===== src/rtl/redundancy_pkg.sv =====
// Shared definitions for the N-way redundancy selector.
//   state_t  : selector FSM states (RUN, HOLD, FORCED, NONE)
//   clog2    : ceiling log2, used to size index and holdoff fields
//   DEF_*    : default parameter values for the selector and its trackers
package redundancy_pkg;

  typedef enum logic [1:0] {
    RUN    = 2'd0,
    HOLD   = 2'd1,
    FORCED = 2'd2,
    NONE   = 2'd3
  } state_t;

  localparam int DEF_NUM_CPU = 4;
  localparam int DEF_ERR_W   = 8;
  localparam int DEF_HYST    = 2;
  localparam int DEF_HOLDOFF = 16;

  function automatic int clog2(input int v);
    int r;
    r = 0;
    while ((1 << r) < v) r++;
    return r;
  endfunction

endpackage


===== src/rtl/redundancy_selector_if.sv =====
// Bus between the redundancy selector and its environment.
//   io_n         : per-CPU health lines, active-low, asynchronous
//   force_swi    : forced-selection mode while high
//   force_sel    : CPU index used while force_swi is high
//   sel          : selected CPU index
//   sel_oh       : one-hot form of sel
//   switch_pulse : one-cycle strobe when sel changes
//   all_fault    : every CPU currently faulted
//   err_cnt      : packed error counters, CPU i at [i*ERR_W +: ERR_W]
// The master side drives the health/force inputs; the slave is the selector.
interface redundancy_selector_if import redundancy_pkg::*; #(
  parameter int NUM_CPU = DEF_NUM_CPU,
  parameter int ERR_W   = DEF_ERR_W,
  parameter int SEL_W   = clog2(NUM_CPU)
);
  logic [NUM_CPU-1:0]       io_n;
  logic                     force_swi;
  logic [SEL_W-1:0]         force_sel;
  logic [SEL_W-1:0]         sel;
  logic [NUM_CPU-1:0]       sel_oh;
  logic                     switch_pulse;
  logic                     all_fault;
  logic [NUM_CPU*ERR_W-1:0] err_cnt;

  modport master (
    output io_n, force_swi, force_sel,
    input  sel, sel_oh, switch_pulse, all_fault, err_cnt
  );

  modport slave (
    input  io_n, force_swi, force_sel,
    output sel, sel_oh, switch_pulse, all_fault, err_cnt
  );
endinterface


===== src/rtl/redundancy_selector_cpu_err_tracker.sv =====
// Per-CPU health conditioning and renormalising error counter.
//   clk, rst : clock and synchronous active-high reset
//   io_n     : raw asynchronous health line (0 = faulted)
//   clr      : clear the counter (forced mode)
//   any_sat  : some counter in the system is saturated; halve this one
//   fault    : synchronised fault level
//   cnt      : current error count
//   sat      : this counter is at its maximum value
module cpu_err_tracker import redundancy_pkg::*; #(
  parameter int ERR_W = DEF_ERR_W
) (
  input  logic             clk,
  input  logic             rst,
  input  logic             io_n,
  input  logic             clr,
  input  logic             any_sat,
  output logic             fault,
  output logic [ERR_W-1:0] cnt,
  output logic             sat
);

  logic             io_p0;
  logic             io_p1;
  logic             io_p2;
  logic             evt;
  logic [ERR_W-1:0] cnt_d;

  assign fault = ~io_p1;
  // Rising edge of the fault level: healthy last cycle, faulted now.
  assign evt   = ~io_p1 & io_p2;
  assign sat   = (cnt == '1);

  // Halving before adding the event keeps the sum below the maximum,
  // so the counter can never wrap.
  always_comb begin
    cnt_d = cnt + ERR_W'(evt);
    if (clr) begin
      cnt_d = '0;
    end else if (any_sat) begin
      cnt_d = (cnt >> 1) + ERR_W'(evt);
    end
  end

  // p0/p1: two-flop synchroniser, p2: previous level for edge detection
  always_ff @(posedge clk) begin
    if (rst) begin
      io_p0 <= 1'b1;
      io_p1 <= 1'b1;
      io_p2 <= 1'b1;
      cnt   <= '0;
    end else begin
      io_p0 <= io_n;
      io_p1 <= io_p0;
      io_p2 <= io_p1;
      cnt   <= cnt_d;
    end
  end

endmodule


===== src/rtl/redundancy_selector.sv =====
// N-way redundant CPU selector with fault failover, hysteresis-based
// preemption, post-switch holdoff and a forced-selection override.
//   clk, rst : clock and synchronous active-high reset
//   bus      : redundancy_selector_if slave (health lines, force controls,
//              selection index/one-hot, switch strobe, all-fault flag,
//              packed error counters)
module redundancy_selector import redundancy_pkg::*; #(
  parameter int NUM_CPU = DEF_NUM_CPU,
  parameter int ERR_W   = DEF_ERR_W,
  parameter int HYST    = DEF_HYST,
  parameter int HOLDOFF = DEF_HOLDOFF,
  parameter int SEL_W   = clog2(NUM_CPU)
) (
  input  logic                  clk,
  input  logic                  rst,
  redundancy_selector_if.slave  bus
);

  localparam int                HOLD_W    = clog2(HOLDOFF + 1);
  localparam logic [HOLD_W-1:0] HOLD_LOAD = HOLD_W'(HOLDOFF - 1);
  localparam logic [ERR_W:0]    HYST_X    = (ERR_W+1)'(HYST);

  logic [NUM_CPU-1:0]       fault;
  logic [NUM_CPU-1:0]       sat;
  logic [ERR_W-1:0]         cnt [NUM_CPU];
  logic [NUM_CPU*ERR_W-1:0] err_flat;
  logic                     any_sat;

  assign any_sat = |sat;

  for (genvar i = 0; i < NUM_CPU; i++) begin : g_cpu
    cpu_err_tracker #(.ERR_W(ERR_W)) u_trk (
      .clk     (clk),
      .rst     (rst),
      .io_n    (bus.io_n[i]),
      .clr     (bus.force_swi),
      .any_sat (any_sat),
      .fault   (fault[i]),
      .cnt     (cnt[i]),
      .sat     (sat[i])
    );
  end

  always_comb begin
    err_flat = '0;
    for (int i = 0; i < NUM_CPU; i++) begin
      err_flat[i*ERR_W +: ERR_W] = cnt[i];
    end
  end

  // Best candidate: lowest count among healthy CPUs. Strict '<' keeps
  // the lowest index on ties.
  logic             best_vld;
  logic [SEL_W-1:0] best;
  logic [ERR_W-1:0] best_cnt;

  always_comb begin
    best_vld = 1'b0;
    best     = '0;
    best_cnt = '0;
    for (int i = 0; i < NUM_CPU; i++) begin
      if (!fault[i] && (!best_vld || cnt[i] < best_cnt)) begin
        best_vld = 1'b1;
        best     = SEL_W'(i);
        best_cnt = cnt[i];
      end
    end
  end

  state_t            state_q;
  state_t            state_d;
  logic [SEL_W-1:0]  sel_q;
  logic [SEL_W-1:0]  sel_d;
  logic [HOLD_W-1:0] hold_q;
  logic [HOLD_W-1:0] hold_d;
  logic              pulse_q;
  logic              all_fault_q;
  logic              sel_faulted;
  logic              preempt;
  logic [ERR_W:0]    best_x;

  // One extra bit so best + HYST cannot wrap below the current count.
  assign best_x  = {1'b0, best_cnt} + HYST_X;
  assign preempt = best_x < {1'b0, cnt[sel_q]};

  always_comb begin
    state_d     = state_q;
    sel_d       = sel_q;
    hold_d      = hold_q;
    sel_faulted = fault[sel_q];
    if (bus.force_swi) begin
      state_d = FORCED;
      // Out-of-range requests leave the selection untouched.
      if ({1'b0, bus.force_sel} < (SEL_W+1)'(NUM_CPU)) begin
        sel_d = bus.force_sel;
      end
    end else begin
      case (state_q)
        RUN: begin
          if (sel_faulted && best_vld) begin
            sel_d   = best;
            state_d = HOLD;
            hold_d  = HOLD_LOAD;
          end else if (!best_vld) begin
            state_d = NONE;
          end else if (preempt) begin
            sel_d   = best;
            state_d = HOLD;
            hold_d  = HOLD_LOAD;
          end
        end
        HOLD: begin
          // Only a fault of the selected CPU may switch during holdoff.
          if (sel_faulted && best_vld) begin
            sel_d  = best;
            hold_d = HOLD_LOAD;
          end else if (!best_vld) begin
            state_d = NONE;
          end else if (hold_q == '0) begin
            state_d = RUN;
          end else begin
            hold_d = hold_q - HOLD_W'(1);
          end
        end
        FORCED: begin
          state_d = HOLD;
          hold_d  = HOLD_LOAD;
        end
        NONE: begin
          if (best_vld) begin
            sel_d   = best;
            state_d = HOLD;
            hold_d  = HOLD_LOAD;
          end
        end
        default: state_d = RUN;
      endcase
    end
  end

  // Decision register: selection, holdoff, strobe and all-fault flag
  always_ff @(posedge clk) begin
    if (rst) begin
      state_q     <= RUN;
      sel_q       <= '0;
      hold_q      <= '0;
      pulse_q     <= 1'b0;
      all_fault_q <= 1'b0;
    end else begin
      state_q     <= state_d;
      sel_q       <= sel_d;
      hold_q      <= hold_d;
      pulse_q     <= (sel_d != sel_q);
      all_fault_q <= &fault;
    end
  end

  assign bus.sel          = sel_q;
  assign bus.sel_oh       = NUM_CPU'(1) << sel_q;
  assign bus.switch_pulse = pulse_q;
  assign bus.all_fault    = all_fault_q;
  assign bus.err_cnt      = err_flat;

endmodule


===== src/flat_wrapper.sv =====
// flat-port wrapper written by rule: the top's interface ports become plain ports
module redundancy_selector_flat import redundancy_pkg::*;
#(
  parameter int NUM_CPU = DEF_NUM_CPU,
  parameter int ERR_W   = DEF_ERR_W,
  parameter int HYST    = DEF_HYST,
  parameter int HOLDOFF = DEF_HOLDOFF,
  parameter int SEL_W   = clog2(NUM_CPU)
)
  (clk, rst, bus_io_n, bus_force_swi, bus_force_sel, bus_sel, bus_sel_oh, bus_switch_pulse, bus_all_fault, bus_err_cnt);
  redundancy_selector_if #(.NUM_CPU(NUM_CPU), .ERR_W(ERR_W), .SEL_W(SEL_W)) bus_i ();
  input  logic clk;
  input  logic rst;
  input wire logic [$bits(bus_i.io_n)-1:0] bus_io_n;
  input wire logic [$bits(bus_i.force_swi)-1:0] bus_force_swi;
  input wire logic [$bits(bus_i.force_sel)-1:0] bus_force_sel;
  output wire logic [$bits(bus_i.sel)-1:0] bus_sel;
  output wire logic [$bits(bus_i.sel_oh)-1:0] bus_sel_oh;
  output wire logic [$bits(bus_i.switch_pulse)-1:0] bus_switch_pulse;
  output wire logic [$bits(bus_i.all_fault)-1:0] bus_all_fault;
  output wire logic [$bits(bus_i.err_cnt)-1:0] bus_err_cnt;
  assign bus_i.io_n = bus_io_n;
  assign bus_i.force_swi = bus_force_swi;
  assign bus_i.force_sel = bus_force_sel;
  assign bus_sel = bus_i.sel;
  assign bus_sel_oh = bus_i.sel_oh;
  assign bus_switch_pulse = bus_i.switch_pulse;
  assign bus_all_fault = bus_i.all_fault;
  assign bus_err_cnt = bus_i.err_cnt;
  redundancy_selector #(.NUM_CPU(NUM_CPU), .ERR_W(ERR_W), .HYST(HYST), .HOLDOFF(HOLDOFF), .SEL_W(SEL_W)) u_core (.clk(clk), .rst(rst), .bus(bus_i));
endmodule

===== config.mk =====
export PLATFORM = sky130hd
export DESIGN_NAME = redundancy_selector_flat
export DESIGN_NICKNAME = d
export VERILOG_FILES = /design/src/rtl/redundancy_pkg.sv /design/src/rtl/redundancy_selector_if.sv /design/src/rtl/redundancy_selector_cpu_err_tracker.sv /design/src/rtl/redundancy_selector.sv /design/src/flat_wrapper.sv
export SDC_FILE = /design/constraint.sdc
export NUM_CORES = 1
export LEC_CHECK = 0
export ABC_AREA = 1
export CAP_MARGIN = 20
export CELL_PAD_IN_SITES_DETAIL_PLACEMENT = 1
export CELL_PAD_IN_SITES_GLOBAL_PLACEMENT = 1
export CORE_UTILIZATION = 36
export CTS_CLUSTER_DIAMETER = 50
export DETAILED_ROUTE_END_ITERATION = 8
export MAX_ROUTING_LAYER = met4
export PLACE_DENSITY_LB_ADDON = 0.1
export SLEW_MARGIN = 20
export SYNTH_ARGS = -nofsm -noshare
export SYNTH_HDL_FRONTEND = slang
export SYNTH_SLANG_ARGS = --single-unit

===== constraint.sdc =====
create_clock -name clk -period 5.6 [get_ports clk]
set_input_delay 0.84 -clock clk [delete_from_list [all_inputs] [get_ports clk]]
set_output_delay 0.84 -clock clk [all_outputs]
set_load 0.02 [all_outputs]

==> impl_metrics.yaml <==
sta:
  slew_headroom_pct: 49.1
  grt_setup_unrepaired: "true"
  fin_crit_ns: 6.25
  fin_skew_ns: 0.00513
  whs_ns: 0.414
  worst_slew_pin_slew_ns: 0.758
  hold_viol: 0
  maxSlewViolCount: 0
  fin_crit_sh_pct: 112
  setup_viol: 9
  finalWorstSetupSlack_ns: -0.654
  max_clock_freq_mhz: 160
floorplanning:
  rows: 38
  boundaryPins: 49
  start_util_pct: 37.7
  fp.dieArea_um2: 12000
  die_h_um: 110
  core-area_um2: 11100
  die_w_um: 110
cts:
  cts-root-buf: "clkbuf_16"
  cts.sinks: 55
  h-tree-depth: 2
  cts.clk_slew.worst_paths_ns: 0.08
  tritoncts: "built"
  clock_latency_ns: 0.32
  numCtsBuffers: 5
  cts_buffer_depth: 2
setup_path:
  crit_path_start_kind: "flip-flop"
  crit_slowest_cell: "dfxtp_4"
  crit_required_ns: 5.80
  worstSetupStartpoint: "u_core.g_cpu[0].u_trk.io_p1"
  rr_startpoint: "u_core.g_cpu[0].u_trk.io_p1"
  end_kind: "flip-flop"
  worst_path_largest_cell_delay_ns: 0.38
  crit_type: "flip-flop to flip-flop"
  crit_fanout: 7
  worstPathArrival_ns: 6.46
  crit_path_frequent_cell: "nand2_1"
power:
  p_leak_nw: 2.74
  p_comb_share_pct: 40.2
  p_int_mw: 0.796
  ir_drop_mv: 0.139
  seq_power_share_pct: 32.8
  pwr-share-clk_pct: 27.0
  switchingPower_mw: 0.494
  switching_share_pct: 38.3
  p_per_area_nw_per_um2: 208
routing:
  drtIter0Drc: 274
  route.met2.wl_um: 8960
  wl_met3_um: 644
  wl_met1_um: 7160
  drt_pass1_iterations: 4
  routed.top_layer: "met4"
  post-route-drc-count: 0
  totalWireLength_um: 17400
  routedWlPerCell_um: 18.8
  ant_nets: 0
  vias_per_cell: 5.43
  via_count: 5048
logic_synthesis:
  synthesis.area_um2: 4180
  syn_inst: 651
  syn_nets: 699
  synth_cell_types: 39
  yosysSeqAreaShare_pct: 26.3
  synth-seq-cells: 55
  yosys_warnings: 0
  avgSynthCellArea_um2: 6.42
layout:
  drive_gt1_share_pct: 28.0
  syn_to_final_growth_pct: 48.4
  final_cell_mix: "128 x nand2_1, 96 x inv_1, 85 x buf_4"
  nets: 836
  antenna_cells: 0
  final_common_cell: "nand2_1"
min_path:
  holdCritStartpoint: "u_core.g_cpu[1].u_trk.io_p0"
  hold_class: "flip-flop to flip-flop"
global_route:
  grt_first_pass_wirelength_um: 25500
  antenna_found_initial: 0
  grt_max_degree: 42
  overflow: 0
  grt_pass1_vias: 5116
  track_usage_pct: 28.9
place:
  portBuffers: 48
  hpwlAfterDp_um: 11700
  gp_congestion: 0.848
  dp_slack_ns: -0.750
flow_run:
  drv_cap: 0
outcome:
  outcome: "finished with violations"
  violations: "setup timing"
## flip-flops by register name (all words and copies together), names as in the netlist
signal,cells
u_core.hold_q,5
u_core.state_q,2
u_core.g_cpu.u_trk.io_p0,4
u_core.g_cpu.u_trk.io_p1,4
u_core.bus.sel,2
u_core.g_cpu.u_trk.io_p2,4
u_core.bus.all_fault,1
u_core.g_cpu.u_trk.cnt,32
u_core.bus.switch_pulse,1
## routing by layer
layer  global-route usage (%)  vias to the layer above
met1                     33.2                     2469
met5                        -                        -
met3                     4.80                       52
met2                     50.4                      133
li1                         -                     2394
met4                     10.7                        0
## final cells by class
type | instances | area [um2]
clock inverters | 3 | 28.8
fillers | 1418 | 4880
multi-input cells | 474 | 3110
inverters | 108 | 408
clock buffers | 5 | 125
well taps | 140 | 175
repair buffers | 144 | 1240
flip-flops and latches | 55 | 1110
## kinds of logic (layout without fill, tap and decap cells)
logic type / after synthesis / count (layout) / synth area share, %
adders and majority gates: 39 / 39 / 11.7
and+or+nand+nor: 294 / 296 / 30.8
xor gates and xnor gates: 10 / 10 / 2.10
buffers and inverters: 124 / 260 / 11.4
AOI/OAI and AO/OA: 129 / 129 / 17.7
DFF: 55 / 55 / 26.3
## synth_stat cells (all sizes together)
library cell	instances	share of area, %
nand4	4	0.60
and2	1	0.15
nand3	26	3.2
ha	39	12
o22ai	2	0.30
or2	10	1.5
a21oi	33	4.2
inv	107	9.6
nor3	15	1.8
clkinv	1	0.090
o21a	1	0.18
a41oi	1	0.21
o311ai	1	0.21
xnor2	5	1.0
clkbuf	13	1.2
a22oi	8	1.4
a31oi	2	0.30
nand3b	1	0.18
dfxtp	55	26
buf	3	0.51
nand2	168	16
a211oi	4	0.72
o21ai	68	8.2
nor4	9	1.3
nor2	60	5.6
a2111oi	1	0.21
a221oi	1	0.21
xor2	5	1.0
o221ai	7	1.5
## worst paths after layout
kind	endpoint	slack, ns	cells after the start
worst max-delay path	u_core.bus.switch_pulse	-0.65	51
worst min-delay path	u_core.g_cpu[1].u_trk.io_p1	0.41	1
worst max register to register	u_core.bus.switch_pulse	-0.65	51
worst min register to register	u_core.g_cpu[1].u_trk.io_p1	0.41	1
## metrics by stage
stage | area [um2] | util [%] | instances | power (mW) | TNS (ns)
2_1_floorplan | 4370 | - | 651 | 0.689 | -0.329
3_3_place_gp | 5380 | 48.6 | 885 | 0.816 | -2.86
3_5_place_dp | 5380 | 48.6 | 885 | 0.831 | -5.40
4_1_cts | 5830 | 52.6 | 921 | 1.21 | -2.39
5_1_grt | 6200 | 56.0 | 929 | 1.36 | -7.96
6_report | 6200 | 56.0 | 929 | 1.29 | -4.40
## critical path: cells and delay by family (launching register included)
| family | cells | cell delay [ns] |
|---|---|---|
| adder cells (fa/ha/maj) | 4 | 1.18 |
| buffers and inverters | 4 | 0.55 |
| AND/OR/NAND/NOR | 38 | 3.24 |
| XOR/XNOR | 1 | 0.25 |
| flip-flops | 1 | 0.38 |
| AO/OA/AOI/OAI | 4 | 0.52 |
## power by group through the flow
stage | registers [mW] | clock network (mW) | logic, mW
2_1_floorplan | 0.427 | 0 | 0.262
3_3_place_gp | 0.430 | 0 | 0.386
3_5_place_dp | 0.431 | 0 | 0.400
4_1_cts | 0.421 | 0.353 | 0.436
5_1_grt | 0.424 | 0.367 | 0.566
6_report | 0.423 | 0.349 | 0.519
## repair_timing
action / 4_1_cts / 5_1_grt
setup buffers: 27 / 9
endpoints found under the setup margin: 9 / 9
cloned: 2 / 0
pin swaps: 22 / 28
resized for setup: 32 / 69
hold buffers: 0 / 0
Note: power is estimated with default switching activity, not from simulation.
